`src/rtl/game_cmd_sequencer.sv`:
```
// Command sequencer for the game counter: buffers commands in a small FIFO,
// replays them onto control/INIT_c/INIT_l, and handles the game-over clear/hold cycle.
module game_cmd_sequencer #(
  parameter int SIZE        = 4,
  parameter int DEPTH       = 4,
  parameter int HOLD_CYCLES = 2
) (
  input  logic                     clk,
  input  logic                     reset,
  input  logic                     cmd_valid,
  output logic                     cmd_ready,
  input  logic [1:0]               cmd_op,
  input  logic                     cmd_load,
  input  logic [SIZE-1:0]          cmd_value,
  input  logic [3:0]               cmd_repeat,
  output logic [1:0]               control,
  output logic                     INIT_c,
  output logic [SIZE-1:0]          INIT_l,
  input  logic                     GAMEOVER,
  output logic                     clr_reset,
  output logic                     busy,
  output logic [$clog2(DEPTH):0]   fifo_level
);

  localparam int AW = $clog2(DEPTH);
  localparam int LW = AW + 1;
  localparam int HW = (HOLD_CYCLES < 2) ? 1 : $clog2(HOLD_CYCLES + 1);

  typedef enum logic [1:0] {ST_IDLE, ST_LOAD, ST_RUN, ST_END} state_t;

  typedef struct packed {
    logic [1:0]      op;
    logic            load;
    logic [SIZE-1:0] value;
    logic [3:0]      rep;
  } cmd_t;

  cmd_t            mem [DEPTH];
  cmd_t            head;
  cmd_t            incoming;
  logic [AW-1:0]   wr_ptr;
  logic [AW-1:0]   rd_ptr;
  logic [LW-1:0]   level;
  logic            empty;
  logic            full;
  logic            push;
  logic            pop;
  logic            flush;

  state_t          state;
  state_t          state_n;
  logic [3:0]      remaining;
  logic [3:0]      remaining_n;
  logic [HW-1:0]   hold_cnt;
  logic [HW-1:0]   hold_n;
  logic [1:0]      control_n;
  logic            init_c_n;
  logic [SIZE-1:0] init_l_n;
  logic            clr_n;

  assign empty      = (level == '0);
  assign full       = (level == LW'(DEPTH));
  assign cmd_ready  = !full && (state != ST_END);
  assign push       = cmd_valid && cmd_ready && !flush;
  assign busy       = (state != ST_IDLE);
  assign fifo_level = level;
  assign head       = mem[rd_ptr];
  assign incoming   = {cmd_op, cmd_load, cmd_value, cmd_repeat};

  always_ff @(posedge clk) begin
    if (push) begin
      mem[wr_ptr] <= incoming;
    end
  end

  // A game-over flush also discards a command offered in the same cycle.
  always_ff @(posedge clk) begin
    if (reset || flush) begin
      wr_ptr <= '0;
      rd_ptr <= '0;
      level  <= '0;
    end else begin
      if (push) wr_ptr <= wr_ptr + AW'(1);
      if (pop)  rd_ptr <= rd_ptr + AW'(1);
      case ({push, pop})
        2'b10:   level <= level + LW'(1);
        2'b01:   level <= level - LW'(1);
        default: level <= level;
      endcase
    end
  end

  always_ff @(posedge clk) begin
    if (reset) begin
      state     <= ST_IDLE;
      remaining <= '0;
      hold_cnt  <= '0;
      control   <= '0;
      INIT_c    <= 1'b0;
      INIT_l    <= '0;
      clr_reset <= 1'b0;
    end else begin
      state     <= state_n;
      remaining <= remaining_n;
      hold_cnt  <= hold_n;
      control   <= control_n;
      INIT_c    <= init_c_n;
      INIT_l    <= init_l_n;
      clr_reset <= clr_n;
    end
  end

  // Outputs are computed one cycle ahead so they line up with the state they belong to.
  always_comb begin
    state_n     = state;
    remaining_n = remaining;
    hold_n      = hold_cnt;
    control_n   = control;
    init_c_n    = 1'b0;
    init_l_n    = INIT_l;
    clr_n       = 1'b0;
    pop         = 1'b0;
    flush       = 1'b0;

    if (state != ST_END && GAMEOVER) begin
      state_n   = ST_END;
      flush     = 1'b1;
      clr_n     = 1'b1;
      control_n = '0;
      hold_n    = '0;
    end else begin
      unique case (state)
        ST_IDLE, ST_RUN: begin
          if (state == ST_IDLE || remaining == '0) begin
            if (!empty) begin
              pop         = 1'b1;
              remaining_n = head.rep;
              control_n   = head.op;
              if (head.load) begin
                state_n  = ST_LOAD;
                init_c_n = 1'b1;
                init_l_n = head.value;
              end else begin
                state_n = ST_RUN;
              end
            end else begin
              state_n = ST_IDLE;
            end
          end else begin
            remaining_n = remaining - 4'd1;
          end
        end
        ST_LOAD: state_n = ST_RUN;
        ST_END: begin
          if (hold_cnt == HW'(HOLD_CYCLES)) state_n = ST_IDLE;
          else                               hold_n  = hold_cnt + HW'(1);
        end
        default: state_n = ST_IDLE;
      endcase
    end
  end

endmodule
```
`config.mk`:
```
export PLATFORM = sky130hd
export DESIGN_NAME = game_cmd_sequencer
export DESIGN_NICKNAME = d
export VERILOG_FILES = /design/src/rtl/game_cmd_sequencer.sv
export SDC_FILE = /design/constraint.sdc
export NUM_CORES = 1
export LEC_CHECK = 0
export CAP_MARGIN = 5
export CORE_ASPECT_RATIO = 0.5
export CORE_MARGIN = 2
export CORE_UTILIZATION = 56
export CTS_CLUSTER_DIAMETER = 60
export CTS_CLUSTER_SIZE = 40
export DETAILED_ROUTE_END_ITERATION = 16
export PLACE_DENSITY = 0.79
export SLEW_MARGIN = 20
export SYNTH_ARGS = -nofsm -noshare
export SYNTH_HDL_FRONTEND = slang
export SYNTH_SLANG_ARGS = --single-unit
```
`constraint.sdc`:
```
create_clock -name clk -period 2.9 [get_ports clk]
set_input_delay 0.58 -clock clk [delete_from_list [all_inputs] [get_ports clk]]
set_output_delay 0.58 -clock clk [all_outputs]
set_load 0.005 [all_outputs]
```
Yosys cells after proc, flatten, opt, wreduce, memory -nomap -nowiden. Memory sizes are Yosys's and may differ from the RTL's. A register that Yosys moved wholly into a read port is not among the register bits. Cells that the tools add are included.

Bitwise logic cells: 5. Reductions and logical operators: 21. Equal/unequal tests: 11. Add/subtract/negate cells: 6. Mux-type cells: 19.

Operator list (count): $mux 2 (7); $eq 2x2->1 const B (4); $mux 1 (8); $mux 4 (2); $add 2x1->2 const B (3); $ne 3x3->1 const B (2); $pmux 2 s3 (1); $pmux 3 s2 (1); $reduce_and 3->1 (2); $not 1->1 (5); $reduce_and 5->1 (1); $reduce_or 5->1 (1); $eq 2x1->1 const B (2); $logic_and 1x1->1 (4); $logic_not 4->1 (1); $ne 2x2->1 const B (2); $reduce_and 2->1 (2); $reduce_bool 2->1 (2); $reduce_or 2->1 (2); $sub 4x1->4 const B (1); $add 3x1->3 const B (1); $eq 3x3->1 const B (1); $logic_not 3->1 (1); $sub 3x1->3 const B (1); other kinds (3) (5).

Input port bits: 15. Output and inout port bits: 13. Bits in registers: 23. Word-level logic and storage cells: 73. Memories kept: 1. Bits in writable memories: 44.

Memory list: mem (depth 4, bits a word 11, rd ports 1, clocked after memory_dff 1, wr ports 1, RTL line 38) `cmd_t mem [DEPTH];`.

Logic depth before layout (Yosys ltp). Gate-level depths: netlist of run 1.

Depth in word-level cells: 7. Mapped depth: 12. Mapped depth without buffers: 12.

Least setup slack after synthesis of run 1. No wires, ideal clock.

Path type: reg-to-reg. Start point: reg remaining[0]. End point: reg level[2] (netlist: fifo_level[2]). Path slack: 0.581 ns. Data arrival time: 2.191 ns. Stages on the path, launching flop included: 13. Buffers on the path: 0. Cell sequence: dfxtp_1 inv_1 ha_1 nor3b_1 o211ai_1 inv_1 ha_1 inv_1 fa_1 xor2_1 nor2_1 xnor2_1 nor2_1.

Longest elaborated chain between the ends: 7. Elaborated cells on any way between the ends: 9. Those cells by class: 2 x eq/ne; 4 x mux; 3 x reduce/logical.

RTL lines: start: declaration (RTL line 52) `logic [3:0] remaining;`; start signal: assignment (RTL line 104) `remaining <= remaining_n;`; $logic_not 4->1 (*) (RTL line 134) `if (state == ST_IDLE || remaining == '0) begin`; $logic_or 1x1->1 (*) (RTL line 134); $mux 1 (*) (RTL line 134); $mux 1 (*) (RTL line 132) `unique case (state)`; $mux 1 (*) (RTL line 125) `if (state != ST_END && GAMEOVER) begin`; via pop (RTL line 47) `logic pop;`; $eq 2x1->1 or $eq 2x2->1 (tied branches) (RTL line 85) `case ({push, pop})`; $pmux 3 s2 or $reduce_bool 2->1 (tied branches); end signal: assignment (RTL line 86) `2'b10: level <= level + LW'(1);`; end signal: assignment (RTL line 87) `2'b01: level <= level - LW'(1);`; end signal: assignment (RTL line 88) `default: level <= level;`; end: declaration (RTL line 43) `logic [LW-1:0] level;`.

The timed path passes the listed nets; every way through them passes the cells marked *. A chain may end at the register's enable or synchronous reset.

Worst setup path in the final report of run 1.
Start point: reg level[2] (netlist: fifo_level[2]). End point: out cmd_ready.

Longest elaborated chain between the ends: 3.

RTL lines: $eq 3x3->1 (RTL line 62) `assign full = (level == LW'(DEPTH));`; $logic_not 1->1 (RTL line 63) `assign cmd_ready = !full && (state != ST_END);`; $logic_and 1x1->1 (RTL line 63); end: declaration (RTL line 11) `output logic cmd_ready,`.

No other way between the ends.

==> results of run 1 <==
path summary, 6_finish.rpt:
kind,from,end,slack (ns),depth (start not counted)
max,fifo_level[2],cmd_ready,0.40,3
min,control[0],control[0],0.49,2
max reg2reg,remaining[0],fifo_level[2],0.52,12
min reg2reg,control[0],control[0],0.49,2
cell usage after synthesis, drive strengths merged (2+ instances only):
library cell,n,share of area [%]
ha,7,3.0
buf,4,1.3
a31oi,2,0.43
o21ai,4,0.95
nor3,3,0.52
mux4,11,8.6
mux2i,6,2.1
xor2,4,1.2
o2111ai,2,0.82
dfxtp,25,17
edfxtp,44,46
or3b,2,0.61
clkbuf,2,0.26
o211ai,2,0.52
nor2b,2,0.43
nand2,6,0.78
a211oi,4,1.2
inv,12,1.6
and2,5,1.1
a21oi,4,0.69
nor4,2,0.95
nor3b,3,0.78
nand3,3,0.52
xnor2,2,0.61
or3,3,0.65
nor2,24,3.8
per-layer routing:
metal | track usage, % | share of wire, %
met1 | 25.3 | 47
met2 | 33.9 | 46
met3 | 6.55 | 6.0
met4 | 10.7 | 1.3
met5 | 0 | 0
power by group through the flow:
| stage | Clock [mW] | Combinational, mW | Sequential [mW] |
|---|---|---|---|
| floorplan | 0 | 0.0978 | 1.10 |
| global placement | 0 | 0.156 | 1.10 |
| detailed placement | 0 | 0.161 | 1.10 |
| CTS | 0.886 | 0.163 | 1.08 |
| global route | 0.924 | 0.177 | 1.08 |
| finish | 0.871 | 0.162 | 1.08 |
metrics by stage:
step                      instance area (um2)  instances  setup WS (ns)
after floorplan                          2880        197          0.581
after global placement                   3270        298          0.192
after detailed placement                 3270        298          0.114
after CTS                                3490        314          0.402
after global routing                     3490        314          0.290
final                                    3490        314          0.400
sequential cells by signal, summed over array words and instances (netlist names), named ones only:
register	count
clr_reset	1
wr_ptr	2
mem	44
control	2
INIT_c	1
fifo_level	3
INIT_l	4
remaining	4
rd_ptr	2
hold_cnt	2
state	2
area by class of cell:
class                           count  area (um2)  share of cell area (%)
Sequential cell                    69        1820                    52.1
Multi-Input combinational cell    110         970                    27.7
Timing Repair Buffer               37         345                    9.88
Clock buffer                       11         141                    4.05
Tap cell                           70        87.6                    2.51
Clock inverter                      5        83.8                    2.40
Inverter                           12        45.0                    1.29
worst max-delay path, cell delays in order, from the launching register on:
cell and delay [ns]:
dfxtp_1 0.41, nor3b_1 0.55, nor2_1 0.14, clkdlybuf4s50_1 0.48
cell families after synthesis:
logic type | Yosys count | share of synthesized area, %
fa+ha+maj | 8 | 3.73
buf+inv | 18 | 3.17
compound gates | 23 | 6.55
simple gates | 56 | 10.9
mux | 17 | 10.7
flops | 69 | 63.2
xor+xnor | 6 | 1.82
==> flow_metrics.env, run 1 <==
export IMPL_clockBufferDepth=2
export IMPL_grt_pass1_vias=1688
export IMPL_cts_made_buffers=9
export IMPL_cts_resized=0
export IMPL_worstPathMaxFanout=5
export IMPL_grt_setup_unrepaired="false"
export IMPL_final_common_cell="edfxtp_1"
export IMPL_status="completed"
export IMPL_synthFlopType="edfxtp_1"
export IMPL_worstPathArrival_ns=1.92
export IMPL_h_tree_depth=3
export IMPL_dieArea_um2=5770
export IMPL_critPathCaptureType="output port"
export IMPL_grt_first_pass_wirelength_um=8360
export IMPL_postSynthCellCount=197
export IMPL_setup_viol=0
export IMPL_hold_ws_ns=0.490
export IMPL_dp_hpwl_um=3470
export IMPL_final_cell_mix="44 x edfxtp_1, 27 x clkdlybuf4s50_1, 25 x dfxtp_1, 22 x nor2_1, 12 x inv_1"
export IMPL_final_util_pct=70.9
export IMPL_leakagePower_nw=1.24
export IMPL_yosysSeqAreaShare_pct=63.2
export IMPL_viasPerCell=5.48
export IMPL_grt_max_degree=14
export IMPL_holdCritPathClass="reg -> reg"
export IMPL_gp_congestion=0.794
export IMPL_rows=18
export IMPL_first_pass_iters=4
export IMPL_io_pins=28
export IMPL_die_w_um=105
export IMPL_drtIter0Drc=100
export IMPL_postRouteWirelength_um=5240
export IMPL_tightest_slew_ns=0.613
export IMPL_peakVddDrop_v=0.000347
export IMPL_p_total_mw=2.11
export IMPL_syn_nets=220
export IMPL_post_cts_setup_buffers=0
export IMPL_ant_nets=0
export IMPL_clock_sinks=69
export IMPL_tns_ns=0
export IMPL_vias=1720
export IMPL_p_sw_share_pct=21.8
export IMPL_p_int_mw=1.65
export IMPL_start_util_pct=58.4
export IMPL_cap_violations=0
export IMPL_power_switching_mw=0.460
export IMPL_required_ns=2.32
export IMPL_cts_tree="done"
export IMPL_n_antenna_cell=0
export IMPL_finalHoldViolations=0
export IMPL_ys_seq_elements=69
export IMPL_syn2layout_area_growth_pct=21.2
export IMPL_cts_root_buf="clkbuf_8"
export IMPL_io_buffers=27
export IMPL_report_final_slew_viol_count=0
export IMPL_power_density_nw_per_um2=605
export IMPL_start_kind="flip-flop"
export IMPL_core_area_um2=4930
export IMPL_synthesis_area_um2=2880
export IMPL_grtUsageTotal_pct=20.6
export IMPL_cts_hold_buffers=0
export IMPL_synth_warnings=0
export IMPL_clkTransAtPathRegs_ns=0.08
export IMPL_grt_antenna_before_repair=0
export IMPL_fin_crit_sh_pct=86.2
export IMPL_seq_power_share_pct=51.1
export IMPL_p_clk_share_pct=41.2
export IMPL_synth_edf_count=44
export IMPL_fill_cells=326
export IMPL_avgSynthCellArea_um2=14.6
export IMPL_fmaxAchievable_ghz=0.400
export IMPL_power_frac_comb_pct=7.7
export IMPL_die_y_um=54.7
export IMPL_grt_ovfl_total=0
export IMPL_post_drt_wl_per_cell_um=16.7
export IMPL_drc=0
export IMPL_clkLatencyLatePin_ns=0.34
export IMPL_final_nets=262
export IMPL_finalClockSkew_ns=0.00953
export IMPL_yosysUniqueCellTypes=43
export IMPL_drive_gt1_share_pct=18.9
export IMPL_crit_type="reg -> out"
export IMPL_period_minus_slack_ns=2.50
export IMPL_ys_async_sr_fraction_pct=0
export IMPL_slew_headroom_pct=59.1
(Power assumes the default switching activity.)
==> run 2, diff against run 1 <==
Settings changed: MAX_ROUTING_LAYER set to met4, SKIP_LAST_GASP set to 1.
==> flow_metrics.env, run 2 (synthesis gave the netlist of run 1 again) <==
export IMPL_grt_max_degree=14
export IMPL_die_y_um=54.7
export IMPL_grt_pass1_vias=1684
export IMPL_rrSetupSlack_ns=0.52
export IMPL_ant_nets=0
export IMPL_critPathCaptureType="output port"
export IMPL_route_met3_wl_um=284
export IMPL_tightest_slew_ns=0.610
export IMPL_grt_ovfl_total=0
export IMPL_grt_setup_unrepaired="false"
export IMPL_hold_ws_ns=0.494
export IMPL_clockBufferDepth=2
export IMPL_tns_ns=0
export IMPL_required_ns=2.32
export IMPL_start_kind="flip-flop"
export IMPL_final_nets=262
export IMPL_drtIter0Drc=98
export IMPL_critPathLaunch="fifo_level[2]"
export IMPL_first_pass_iters=4
export IMPL_drc=0
export IMPL_setup_viol=0
export IMPL_grt_first_pass_wirelength_um=8380
export IMPL_gp_congestion=0.805
export IMPL_finalHoldViolations=0
export IMPL_dp_hpwl_um=3470
export IMPL_n_antenna_cell=0
export IMPL_report_final_slew_viol_count=0
export IMPL_postRouteWirelength_um=5250
export IMPL_drive_gt1_share_pct=18.9
export IMPL_peakVddDrop_v=0.000347
export IMPL_reg2reg_depth=12
export IMPL_reg_largest_list="mem (44), INIT_l (4), remaining (4)"
export IMPL_die_w_um=105
export IMPL_cts_hold_buffers=0
export IMPL_timing_final_ws_setup_ns=0.409
export IMPL_rows=18
export IMPL_start_util_pct=58.4
export IMPL_post_cts_setup_buffers=0
export IMPL_h_tree_depth=3
export IMPL_io_buffers=27
export IMPL_io_pins=28
export IMPL_cap_violations=0
export IMPL_topRoutingLayerUsed="met4"
export IMPL_cts_made_buffers=9
export IMPL_finalClockSkew_ns=0.00814
export IMPL_final_common_cell="edfxtp_1"
export IMPL_grt_antenna_before_repair=0
export IMPL_crit_type="reg -> out"
export IMPL_p_total_mw=2.11
export IMPL_holdCritPathClass="reg -> reg"
export IMPL_cts_resized=0
export IMPL_wl_met1_um=2450
export IMPL_pre_cts_slack_ns=0.114
export IMPL_syn2layout_area_growth_pct=21.2
export IMPL_viasPerCell=5.54
export IMPL_largest_reg_flops=44
export IMPL_grtUsageTotal_pct=21.4
export IMPL_power_density_nw_per_um2=605
export IMPL_worstPathArrival_ns=1.91
export IMPL_crit_end="cmd_ready"
export IMPL_reg2reg_from="remaining[0]"
export IMPL_clkTransAtPathRegs_ns=0.08
export IMPL_slew_headroom_pct=59.3
export IMPL_clock_sinks=69
export IMPL_cts_root_buf="clkbuf_8"
export IMPL_cts_tree="done"
export IMPL_worstPathMaxFanout=5
export IMPL_leakagePower_nw=1.24
export IMPL_clkLatencyLatePin_ns=0.34
export IMPL_period_minus_slack_ns=2.49
export IMPL_vias=1740
export IMPL_final_cell_mix="44 x edfxtp_1, 27 x clkdlybuf4s50_1, 25 x dfxtp_1, 22 x nor2_1, 12 x inv_1"
export IMPL_fmaxAchievable_ghz=0.401
export IMPL_core_area_um2=4930
export IMPL_wl_met2_um=2460
export IMPL_dieArea_um2=5770
export IMPL_post_drt_wl_per_cell_um=16.7
export IMPL_fill_cells=326
export IMPL_status="completed"
export IMPL_largest_register="mem"
export IMPL_rr_endpoint="fifo_level[2]"
export IMPL_fin_crit_sh_pct=85.9
==> run 2: cell counts in the layout (fill, tap and decap cells not counted) <==
Identical to the previous run, type by type.
==> run 2: final cells by class <==
class / count / area (um2) / share of cell area, %
sequential: 69 / 1820 / 52.1
multi-input combinational: 110 / 970 / 27.7
timing repair buffer: 37 / 345 / 9.88
clock buffer: 11 / 141 / 4.05
tap: 70 / 87.6 / 2.51
clock inverter: 5 / 83.8 / 2.40
inverter: 12 / 45.0 / 1.29
==> run 2: worst min-delay path by stage <==
stage                     from         end  slack (ns)  depth (start not counted)
detailed placement  control[0]  control[0]        0.48                          2
global route        control[0]  control[0]        0.51                          2
finish              control[0]  control[0]        0.49                          2
floorplan           control[0]  control[0]        0.45                          2
CTS                 control[0]  control[0]        0.49                          2
global placement    control[0]  control[0]        0.47                          2
==> run 2: per-stage QoR <==
stage	util (%)	instance area, um2	std cells
floorplan	-	2880	197
global placement	66.3	3270	298
detailed placement	66.3	3270	298
CTS	70.9	3490	314
global route	70.9	3490	314
finish	70.9	3490	314
==> run 2: layer usage <==
| layer | global-route usage [%] | vias to the layer above |
|---|---|---|
| met5 | - | - |
| met4 | 9.33 | 0 |
| met3 | 7.86 | 5 |
| met2 | 33.9 | 56 |
| met1 | 25.3 | 862 |
| li1 | - | 817 |
==> run 2: power breakdown <==
part | switching [mW] | leakage (nW) | internal (mW)
Combinational | 0.0834 | 0.536 | 0.0785
Clock | 0.360 | 0.106 | 0.511
Sequential | 0.0159 | 0.602 | 1.06
Total | 0.459 | 1.24 | 1.65
==> run 2: critical path, cell delays in order (launching register included) <==
cell and delay (ns):
dfxtp_1 0.41, nor3b_1 0.55, nor2_1 0.13, clkdlybuf4s50_1 0.48
